## src/rtl/lvds_rx_pkg.sv

```systemverilog
// Shared constants and types for the AT86RF215 LVDS I/Q receive framer.
package lvds_rx_pkg;

    localparam int unsigned WORD_W = 32;
    localparam int unsigned PAIR_W = 2;

    localparam logic [1:0] I_SYNC = 2'b10;
    localparam logic [1:0] Q_SYNC = 2'b01;

    // Bit positions of the two sync fields inside a framed word.
    localparam int unsigned I_SYNC_LSB = 30;
    localparam int unsigned Q_SYNC_LSB = 14;

    // Pair slots (0 = earliest in time) that carry each sync field.
    localparam logic [3:0] I_SYNC_PAIR = 4'((WORD_W - PAIR_W - I_SYNC_LSB) / PAIR_W);
    localparam logic [3:0] Q_SYNC_PAIR = 4'((WORD_W - PAIR_W - Q_SYNC_LSB) / PAIR_W);
    localparam logic [3:0] LAST_PAIR   = 4'(WORD_W / PAIR_W - 1);

    typedef enum logic [0:0] {
        HUNT  = 1'b0,
        FRAME = 1'b1
    } state_e;

    typedef struct packed {
        logic [1:0]  i_sync;
        logic [12:0] i_data;
        logic        i_ctrl;
        logic [1:0]  q_sync;
        logic [12:0] q_data;
        logic        q_ctrl;
    } sample_word_t;

endpackage

```

## src/rtl/lvds_rx_framer.sv

```systemverilog
// Frames the DDR I/Q pair stream into 32-bit sample words for the per-band RX FIFO,
// tracking sync and lock and reporting FIFO overflow and sync loss.
module lvds_rx_framer
    import lvds_rx_pkg::*;
#(
    parameter int unsigned LOCK_THRESHOLD = 2
) (
    input  logic        i_sys_clk,
    input  logic        i_reset_n,
    input  logic        i_enable,
    input  logic [1:0]  i_ddr_data,
    input  logic        i_fifo_full,
    input  logic        i_clear_errors,
    output logic        o_fifo_push,
    output logic [31:0] o_fifo_write_data,
    output logic        o_locked,
    output logic        o_sync_error,
    output logic        o_overflow,
    output logic [7:0]  o_drop_count
);

    localparam logic [3:0]  LOCK_CNT = 4'(LOCK_THRESHOLD);
    localparam int unsigned SHIFT_W  = WORD_W - PAIR_W;

    state_e             state_q,    state_d;
    logic [3:0]         pair_idx_q, pair_idx_d;
    logic [3:0]         good_cnt_q, good_cnt_d;
    logic [SHIFT_W-1:0] shift_q,    shift_d;
    logic               locked_q,   locked_d;
    logic               pend_q,     pend_d;
    logic               push_q,     push_d;
    sample_word_t       wdata_q,    wdata_d;
    logic               sync_err_q, sync_err_d;
    logic               ovf_q,      ovf_d;
    logic [7:0]         drop_cnt_q, drop_cnt_d;
    logic               sync_fail;

    always_ff @(posedge i_sys_clk or negedge i_reset_n) begin
        // NOTE: state registers use non-blocking assignments so every flop samples pre-edge values.
        if (!i_reset_n) begin
            state_q    <= HUNT;
            pair_idx_q <= '0;
            good_cnt_q <= '0;
            shift_q    <= '0;
            locked_q   <= 1'b0;
            pend_q     <= 1'b0;
            push_q     <= 1'b0;
            wdata_q    <= '0;
            sync_err_q <= 1'b0;
            ovf_q      <= 1'b0;
            drop_cnt_q <= '0;
        end else begin
            state_q    <= state_d;
            pair_idx_q <= pair_idx_d;
            good_cnt_q <= good_cnt_d;
            shift_q    <= shift_d;
            locked_q   <= locked_d;
            pend_q     <= pend_d;
            push_q     <= push_d;
            wdata_q    <= wdata_d;
            sync_err_q <= sync_err_d;
            ovf_q      <= ovf_d;
            drop_cnt_q <= drop_cnt_d;
        end
    end

    always_comb begin
        // NOTE: every next-state signal gets its hold value first so no path infers a latch.
        state_d    = state_q;
        pair_idx_d = pair_idx_q;
        good_cnt_d = good_cnt_q;
        shift_d    = shift_q;
        locked_d   = locked_q;
        pend_d     = 1'b0;
        push_d     = pend_q;
        wdata_d    = wdata_q;
        sync_err_d = sync_err_q;
        ovf_d      = ovf_q;
        drop_cnt_d = drop_cnt_q;
        sync_fail  = 1'b0;

        // Clear is applied first so a same-edge error below overrides it.
        if (i_clear_errors) begin
            sync_err_d = 1'b0;
            ovf_d      = 1'b0;
            drop_cnt_d = '0;
        end

        case (state_q)
            HUNT: begin
                pair_idx_d = '0;
                good_cnt_d = '0;
                locked_d   = 1'b0;
                if (i_enable && i_ddr_data == I_SYNC) begin
                    state_d    = FRAME;
                    shift_d    = SHIFT_W'(I_SYNC);
                    pair_idx_d = 4'd1;
                end
            end
            FRAME: begin
                sync_fail = (pair_idx_q == Q_SYNC_PAIR && i_ddr_data != Q_SYNC) ||
                            (pair_idx_q == I_SYNC_PAIR && i_ddr_data != I_SYNC);
                if (!i_enable || sync_fail) begin
                    state_d    = HUNT;
                    pair_idx_d = '0;
                    good_cnt_d = '0;
                    locked_d   = 1'b0;
                    if (i_enable && locked_q) begin
                        sync_err_d = 1'b1;
                    end
                end else begin
                    shift_d    = {shift_q[SHIFT_W-PAIR_W-1:0], i_ddr_data};
                    pair_idx_d = pair_idx_q + 4'd1;
                    if (pair_idx_q == LAST_PAIR) begin
                        if (good_cnt_q < LOCK_CNT) begin
                            good_cnt_d = good_cnt_q + 4'd1;
                            locked_d   = (good_cnt_d == LOCK_CNT);
                        end else if (!i_fifo_full) begin
                            // Push is staged one cycle so the strobe follows the completion edge.
                            pend_d  = 1'b1;
                            wdata_d = sample_word_t'({shift_q, i_ddr_data});
                        end else begin
                            ovf_d = 1'b1;
                            if (i_clear_errors) begin
                                drop_cnt_d = 8'd1;
                            end else if (drop_cnt_q != 8'hFF) begin
                                drop_cnt_d = drop_cnt_q + 8'd1;
                            end
                        end
                    end
                end
            end
            default: state_d = HUNT;
        endcase
    end

    assign o_fifo_push       = push_q;
    assign o_fifo_write_data = wdata_q;
    assign o_locked          = locked_q;
    assign o_sync_error      = sync_err_q;
    assign o_overflow        = ovf_q;
    assign o_drop_count      = drop_cnt_q;

endmodule
```

## config.mk

```make
export PLATFORM = sky130hd
export DESIGN_NAME = lvds_rx_framer
export DESIGN_NICKNAME = d
export VERILOG_FILES = /design/src/rtl/lvds_rx_pkg.sv /design/src/rtl/lvds_rx_framer.sv
export SDC_FILE = /design/constraint.sdc
export NUM_CORES = 1
export LEC_CHECK = 0
export BUFFER_PORTS_ARGS = -buffer_cell sky130_fd_sc_hd__buf_2
export CORE_UTILIZATION = 60
export DETAILED_ROUTE_END_ITERATION = 10
export HOLD_SLACK_MARGIN = 0.03
export PLACE_DENSITY = 0.83
export SYNTH_ARGS = -nofsm -noshare
export SYNTH_HDL_FRONTEND = slang
export SYNTH_SLANG_ARGS = --single-unit
export TNS_END_PERCENT = 30
```

## constraint.sdc

```tcl
create_clock -name i_sys_clk -period 4.1 [get_ports i_sys_clk]
set_input_delay 0.41 -clock i_sys_clk [delete_from_list [all_inputs] [get_ports i_sys_clk]]
set_output_delay 0.41 -clock i_sys_clk [all_outputs]
set_load 0.005 [all_outputs]
```

* Word-level counts from Yosys, hierarchy flattened
Cells that the tools add are included.
** Word-level totals
- Output and inout port bits :: 44
- Input bits :: 7
- Flip-flop bits (word level) :: 84
- Logic and storage cells :: 86
** Cells by class
- Bitwise logic cells :: 4
- Multiplexer cells :: 40
- Order comparisons :: 1
- Equality and inequality tests :: 11
- Reductions and logical operators :: 11
- Add/subtract/negate cells :: 3
** Operator list (count)
- 2-to-1 mux 8 bit :: 8
- 2-to-1 mux 30 bit :: 2
- case mux 30 bit (2 select lines) :: 1
- 2-to-1 mux 1 bit :: 21
- 2-to-1 mux 4 bit :: 4
- case mux 4 bit (2 select lines) :: 2
- adder 4 x 1 -> 4 bit (second input constant) :: 2
- adder 8 x 1 -> 8 bit (second input constant) :: 1
- == test 4 bit (second input constant) :: 2
- inequality test 8 bit (second input constant) :: 1
- inequality test 2 bit (second input constant) :: 3
- inequality test 3 x 1 -> 1 bit (second input constant) :: 2
- AND reduction 5 bit :: 1
- == test 4 x 2 -> 1 bit (second input constant) :: 1
- logical AND 1 bit :: 4
- zero test 4 bit :: 1
- less-than comparator 4 x 2 -> 1 bit (second input constant) :: 1
- inverter 1 bit :: 4
- case mux 1 bit (2 select lines) :: 2
- AND reduction 2 bit :: 2
- == test 2 bit (second input constant) :: 1
- logical OR 1 bit :: 2
- inequality test 2 x 1 -> 1 bit (second input constant) :: 1
- zero test 1 bit :: 1

* Longest topological paths before layout
Gate-level depths: netlist (run 1).
- Depth in word-level cells :: 8
- Depth in mapped cells :: 8
- Depth with buffers taken out :: 7

* Worst setup path before layout (run 1)
Ideal clock, no wire load.
- Path type :: flip-flop to flip-flop
- From :: register pair_idx_q[0]
- To :: register wdata_q (netlist bit o_fifo_write_data[10])
- Arrival :: 1505 ps
- Data required time :: 3975 ps
- Buffers on the path :: 1
- Stages on the path, launching flop included :: 7
- Path slack :: 2470 ps
- Library setup time :: 125 ps
- Period minus slack after synthesis :: 1630 ps
- Cells stage by stage :: dfrtp_1 > ha_1 > and3_4 > nand3_2 > nor2_4 > buf_6 > mux2_2
** Between the ends
- Cells in the longest elaborated chain, start to end :: 6
- Elaborated cells on any way between the ends :: 9
- Classes of those cells :: 2 x eq/ne; 1 x bitwise; 6 x reduce/logical
** RTL lines
- from (decl) :: line lvds_rx_framer.sv:26 : logic [3:0] pair_idx_q, pair_idx_d;
- from (signal assigned) :: line lvds_rx_framer.sv:54 : pair_idx_q <= pair_idx_d;
- == test 4 bit or zero test 4 bit (tied branches) :: line lvds_rx_framer.sv:101, lvds_rx_framer.sv:102
- logical AND 1 bit, on equally long branches :: line lvds_rx_framer.sv:101, lvds_rx_framer.sv:102
- logical OR 1 bit :: line lvds_rx_framer.sv:101 : sync_fail = (pair_idx_q == Q_SYNC_PAIR && i_ddr_data != Q_SYNC) ||
- logical OR 1 bit :: line lvds_rx_framer.sv:103 : if (!i_enable || sync_fail) begin
- inverter 1 bit (no source line)
- AND reduction 5 bit (no source line) (*)
- to (signal assigned) :: line lvds_rx_framer.sv:60 : wdata_q <= wdata_d;
- to (decl) :: line lvds_rx_framer.sv:32 : sample_word_t wdata_q, wdata_d;
Mark *: on every way between the ends. The rest lies on a longest branch, timed or not.
A chain may end at the register's enable or synchronous reset.

* Final worst setup path (run 1)
- From :: register pair_idx_q[0]
- To :: register shift_q[1]
** Between the ends
- Cells in the longest elaborated chain, start to end :: 6
- Elaborated cells on any way between the ends :: 8
- Classes of those cells :: 2 x eq/ne; 6 x reduce/logical
** RTL lines
- == test 4 bit or zero test 4 bit (tied branches) :: line lvds_rx_framer.sv:101, lvds_rx_framer.sv:102
- logical AND 1 bit, on equally long branches :: line lvds_rx_framer.sv:101, lvds_rx_framer.sv:102
- logical OR 1 bit (*) :: line lvds_rx_framer.sv:101
- logical OR 1 bit (*) :: line lvds_rx_framer.sv:103
- inequality test 2 bit (no source line) (*)
- AND reduction 2 bit (no source line) (*)
- to (signal assigned) :: line lvds_rx_framer.sv:56 : shift_q <= shift_d;
- to (decl) :: line lvds_rx_framer.sv:28 : logic [SHIFT_W-1:0] shift_q, shift_d;
Marks and branches as above.

==> results of run 1 <==
through the flow:
stage / hold slack, ns / utilization (%) / instance area, µm² / worst slack, ns
floorplan: 0.114 / - / 3410 / 2.47
global placement: 0.332 / 67.4 / 3690 / 1.80
detailed placement: 0.354 / 67.4 / 3690 / 1.74
CTS: 0.267 / 71.3 / 3900 / 1.73
global route: 0.308 / 71.3 / 3900 / 1.51
finish: 0.223 / 71.3 / 3900 / 1.73
registers in the layout, indices dropped and copies added (netlist names):
signal,cells
o_fifo_write_data,32
shift_q,30
o_drop_count,8
good_cnt_q,4
pair_idx_q,4
o_fifo_push,1
o_locked,1
o_overflow,1
o_sync_error,1
pend_q,1
state_q,1
final cells by class:
class | count | area, µm²
Tap cell | 72 | 90.1
Sequential cell | 84 | 2100
Fill cell | 408 | 1570
Clock buffer | 11 | 131
Multi-Input combinational cell | 146 | 1210
Clock inverter | 5 | 85.1
Inverter | 7 | 26.3
Timing Repair Buffer | 50 | 253
worst max path at each step:
| stage | start | to | slack, ns | cells after the start |
|---|---|---|---|---|
| after global placement | i_ddr_data[0] | shift_q[1] | 1.80 | 6 |
| after CTS | pair_idx_q[0] | shift_q[1] | 1.73 | 7 |
| after global routing | pair_idx_q[0] | shift_q[1] | 1.51 | 7 |
| after floorplan | pair_idx_q[0] | o_fifo_write_data[10] | 2.47 | 6 |
| final | pair_idx_q[0] | shift_q[1] | 1.73 | 7 |
| after detailed placement | pair_idx_q[0] | shift_q[1] | 1.74 | 7 |
metal layers:
| layer | track usage, % | part of all wire [%] | up-vias |
|---|---|---|---|
| met5 | 0 | 0 | - |
| met4 | 7.92 | 1.6 | 0 |
| met3 | 6.00 | 4.9 | 9 |
| li1 | - | - | 991 |
| met1 | 29.9 | 47 | 1047 |
| met2 | 31.0 | 47 | 55 |
placed cells by master (no fill, tap or decap), types with 2 or more instances in the layout:
cell       Yosys  routed
inv_1          7       7
a22o_1        29      29
ha_1           5       5
a21oi_1        5       5
clkbuf_1       0       2
nor3b_1        2       2
buf_2          5      49
mux2_1         4       4
xnor2_1        7       7
nand2_1        7       7
nor3_1         3       3
bufinv_16      0       2
dfrtp_1       84      84
nand2b_1       3       3
mux2_2        28      28
clkbuf_8       0       9
o21ai_0        2       2
nor2_1        15      15
nand3_1        5       5
nor3_2         2       2
and2_1         3       3
o21a_1         2       2
logic make-up (layout without fill, tap and decap cells):
kind of cell,Yosys count,in the layout,share of synthesized area [%]
xor gates and xnor gates,8,8,2.06
and+or+nand+nor,55,55,10.1
muxes,32,32,10.6
AOI/OAI and AO/OA,46,46,10.9
adders and majority gates,5,5,1.84
buffers and inverters,17,73,2.83
DFF,84,84,61.7
critical path, stage by stage, from the launching register on:
cell,delay [ns]
dfrtp_1,0.42
inv_1,0.07
ha_1,0.14
nand2b_1,0.12
o21a_1,0.22
o21ai_2,0.90
inv_1,0.16
o22a_1,0.22
power by group:
| part | switching (W) | leakage (nW) | total [W] | internal (W) |
|---|---|---|---|---|
| registers | 0.00000424 | 1.17 | 0.000837 | 0.000832 |
| logic | 0.0000292 | 0.736 | 0.0000382 | 0.00000892 |
| clock network | 0.000282 | 0.104 | 0.000629 | 0.000347 |
| total | 0.000315 | 2.01 | 0.00150 | 0.00119 |
==> impl_metrics.yaml, run 1 <==
floorplan:
  start_util_pct: 62.3
  die-area_um2: 5980
  die_h_um: 77.4
  io_pins: 51
  die_w_um: 77.4
  row_count: 27
  core_area_um2: 5470
clock_tree:
  path_clk_slew_ns: 0.08
  cts_num_sinks: 84
  tritoncts: "built"
  clk_path_buf_depth: 2
  cts_max_level: 3
  cts-root-buf: "clkbuf_8"
  clkLatencyLatePin_ns: 0.35
  cts_resized: 0
  cts_hold_buf: 0
  cts_made_buffers: 9
  post_cts_buffers: 0
yosys:
  synth_seq_cells: 84
  avgSynthCellArea_um2: 13.8
  yosys-top-cells-area: "dfrtp_1 (62%), mux2_2 (9.3%), a22o_1 (7.5%), ha_1 (1.8%), xnor2_1 (1.8%)"
  ys_seq_area_share_pct: 61.7
  synth_edf_count: 0
  yosysUniqueCellTypes: 45
  syn_nets: 259
  synth_flop_cell: "dfrtp_1"
  yosys.area.top_type_share_pct: 61.7
  async_reset_ff_share_pct: 100
  yosys_warnings: 0
  syn_inst: 247
  synth_common_cells: "dfrtp_1 (84), a22o_1 (29), mux2_2 (28), nor2_1 (15)"
  syn-cell-area_um2: 3410
  yosysMostFrequentCell: "dfrtp_1"
  yosys.area.top_type: "dfrtp_1"
global_routing:
  grt_max_degree: 85
  antenna_found_initial: 0
  grt_pass1_wl_um: 9510
  track_usage_pct: 21.0
  gr-total-overflow: 0
  grt_pass1_vias: 1987
placement:
  port_buffers: 50
  place.gp.congestion: 0.812
  placedCellCount: 359
  dp_hpwl_um: 3700
critical_path:
  cp_data_arrival_time_ns: 2.60
  rr_endpoint: "shift_q[1]"
  r2r_slack_ns: 1.73
  critical_path.max_fanout: 30
  cp-end-kind: "register"
  worstPathRequired_ns: 4.34
  r2r_cells: 7
  r2r_start: "pair_idx_q[0]"
  critical_path_class: "register to register"
  setup.worst_path.start_class: "register"
routing:
  vias: 2102
  drt-total-wl_um: 5690
  wire_per_inst_um: 15.2
  drt_iter0_drc: 165
  ant_nets: 0
  dr.pass1.iters: 4
  route.detailed.drc: 0
  viasPerCell: 5.61
cells_and_area:
  nNetsFinal: 310
  n_antenna_cell: 0
  area_delta_synth_final_pct: 14.5
  layout.cells.non_filler: 375
  drive_above_1_share_pct: 35.3
sta:
  fin_crit_ns: 2.37
  relSlewSlack_pct: 22.0
  rsz0062_at_grt: "no"
  max_freq_mhz: 422
  hold_viol_final: 0
  maxSlewViolCount: 0
  setup_violations: 0
  worstMarginPinSlew_ns: 1.16
  tns_ns: 0
  fin_crit_sh_pct: 57.7
  clock_skew_ns: 0.00745
pwr:
  p_per_area_nw_per_um2: 385
  ir_worst_vdd_v: 0.000224
  power.total_w: 0.00150
  leakagePower_nw: 2.01
flow_run:
  cap_viol_max_count: 0
status:
  status: "completed"
worst_hold_path:
  hold_class: "input pin to async pin"
Power figures use the tool's default switching activity.
==> inputs of run 2 (changes only) <==
--- a/config.mk
+++ b/config.mk
@@ -6,10 +6,10 @@
 export NUM_CORES = 1
 export LEC_CHECK = 0
 export BUFFER_PORTS_ARGS = -buffer_cell sky130_fd_sc_hd__buf_2
-export CORE_UTILIZATION = 60
+export CORE_UTILIZATION = 56
 export DETAILED_ROUTE_END_ITERATION = 10
 export HOLD_SLACK_MARGIN = 0.03
-export PLACE_DENSITY = 0.83
+export PLACE_DENSITY = 0.79
 export SYNTH_ARGS = -nofsm -noshare
 export SYNTH_HDL_FRONTEND = slang
 export SYNTH_SLANG_ARGS = --single-unit
==> constraint.sdc (replaced) <==
create_clock -name i_sys_clk -period 2.24 [get_ports i_sys_clk]
set_input_delay 0.224 -clock i_sys_clk [delete_from_list [all_inputs] [get_ports i_sys_clk]]
set_output_delay 0.224 -clock i_sys_clk [all_outputs]
set_load 0.005 [all_outputs]
==> run 2 against run 1 <==
Against the previous run: routed wire length grew 0.86%; via count grew 0.19%; non-clock buffer count grew 6; sequential share of layout area shrank 0.82 points; critical path type unchanged; cell count grew 2.1%; global-route usage shrank 1.4 points; combinational power grew 120%; hold slack lost 0.088 ns; largest power group unchanged.
==> impl_metrics.yaml, run 2 (same netlist as run 1, synthesis figures left out) <==
status:
  status: "completed"
critical_path:
  setup.worst_path.start_class: "register"
  cp_data_arrival_time_ns: 2.05
  cp-end-kind: "register"
  critPathMaxStageDelay_ns: 0.56
  slowest_stage: "nor2b_4"
  crit_chain: "inv_1 -> ha_1 -> nand2b_1 -> nor3_2 -> nor2b_4 -> a22o_1"
  worstPathRequired_ns: 2.52
  critical_path.max_fanout: 31
  critical_path_class: "register to register"
pwr:
  p_per_area_nw_per_um2: 664
  power.total_w: 0.00263
  leakagePower_nw: 2.03
  ir_worst_vdd_v: 0.000424
  switching_share_pct: 21.7
  combPwrFrac_pct: 3.2
  pwr-share-clk_pct: 38.6
  p_seq_share_pct: 58.2
  power.internal_w: 0.00206
  p_sw_w: 0.000571
sta:
  max_freq_mhz: 563
  fin_crit_sh_pct: 79.2
  hold_viol_final: 0
  fin_crit_ns: 1.77
  rsz0062_at_grt: "no"
  tns_ns: 0
  clock_skew_ns: 0.00918
  worstMarginPinSlew_ns: 0.674
  relSlewSlack_pct: 55.0
  setup_violations: 0
  hold-worst-slack_ns: 0.135
  maxSlewViolCount: 0
routing:
  route.detailed.drc: 0
  ant_nets: 0
  vias: 2106
  drt-total-wl_um: 5740
  drt_iter0_drc: 133
  viasPerCell: 5.50
  wire_per_inst_um: 15.0
  dr.pass1.iters: 4
global_routing:
  grt_max_degree: 45
  grt_pass1_vias: 1905
  gr-total-overflow: 0
  track_usage_pct: 19.6
  antenna_found_initial: 0
  grt_pass1_wl_um: 9310
cells_and_area:
  drive_above_1_share_pct: 36.0
  n_antenna_cell: 0
  nFillCells: 450
  mostFrequentLayoutCell: "dfrtp_1"
  final_cell_mix: "dfrtp_1 (84), buf_2 (49), a22o_1 (29)"
  largest_reg_flops: 32
  area_delta_synth_final_pct: 16.3
  layout.cells.non_filler: 383
  nNetsFinal: 316
floorplan:
  row_count: 28
  start_util_pct: 57.9
  core_area_um2: 5890
  io_pins: 51
  die_h_um: 80
  die-area_um2: 6400
  die_w_um: 80
placement:
  port_buffers: 50
  dp_hpwl_um: 3780
  place.gp.congestion: 0.819
  placedCellCount: 367
clock_tree:
  cts_max_level: 3
  cts_num_sinks: 84
  tritoncts: "built"
  path_clk_slew_ns: 0.08
  clkLatencyLatePin_ns: 0.34
  cts_made_buffers: 9
  clk_path_buf_depth: 2
  post_cts_buffers: 0
  cts-root-buf: "clkbuf_8"
worst_hold_path:
  hold_class: "input pin to register"
flow_run:
  cap_viol_max_count: 0
==> run 2: timing repair <==
action | CTS | global route
endpoints found under the hold margin | 42 | 0
hold buffers | 1 | 0
endpoints found under the setup margin | 0 | 31
resized for setup | 0 | 1
==> run 2: critical path: cells and delay by family (launching register included) <==
family	cells	cell delay, ns
compound gates	1	0.25
buf+inv	1	0.06
simple gates	3	0.81
fa+ha+maj	1	0.19
flops	1	0.40
==> run 2: layer usage <==
| metal | up-vias | GRT usage (%) | part of all wire [%] |
|---|---|---|---|
| met5 | - | 0 | 0 |
| met3 | 9 | 4.46 | 4.2 |
| met4 | 0 | 9.11 | 1.7 |
| li1 | 1002 | - | - |
| met1 | 1044 | 29.1 | 50 |
| met2 | 51 | 27.4 | 45 |
==> run 2: worst paths after layout <==
kind,start,end,slack [ns],cells after the start
setup / recovery,pair_idx_q[0],shift_q[25],0.47,6
hold / removal,i_enable,pair_idx_q[0],0.13,2
setup reg to reg,pair_idx_q[0],shift_q[25],0.47,6
hold reg to reg,pend_q,o_fifo_push,0.37,0
max in group asynchronous,i_reset_n,o_fifo_write_data[17],1.26,3
min in group asynchronous,i_reset_n,o_fifo_push,0.41,2
==> run 2: through the flow <==
stage / instance area (µm²) / utilization, % / setup WS [ns]
2_1_floorplan: 3410 / - / 0.610
3_3_place_gp: 3760 / 64.0 / 0.187
3_5_place_dp: 3760 / 64.0 / 0.122
4_1_cts: 3960 / 67.2 / 0.0929
5_1_grt: 3960 / 67.3 / 0.307
6_report: 3960 / 67.3 / 0.465
==> run 2: area by class of cell <==
class	instances	area, µm²	area share, %
Clock buffer	11	131	3.32
Tap cell	75	93.8	2.37
Inverter	7	26.3	0.663
Timing Repair Buffer	56	338	8.53
Sequential cell	84	2100	53.0
Clock inverter	4	51.3	1.29
Multi-Input combinational cell	146	1220	30.8
==> run 2: power groups by stage <==
stage | Sequential, W | Clock [W] | Combinational, W
finish | 0.00153 | 0.00102 | 0.0000833
global route | 0.00153 | 0.00110 | 0.0000955
CTS | 0.00153 | 0.00104 | 0.0000851
detailed placement | 0.00156 | 0 | 0.0000837
global placement | 0.00156 | 0 | 0.0000813
floorplan | 0.00156 | 0 | 0.0000299
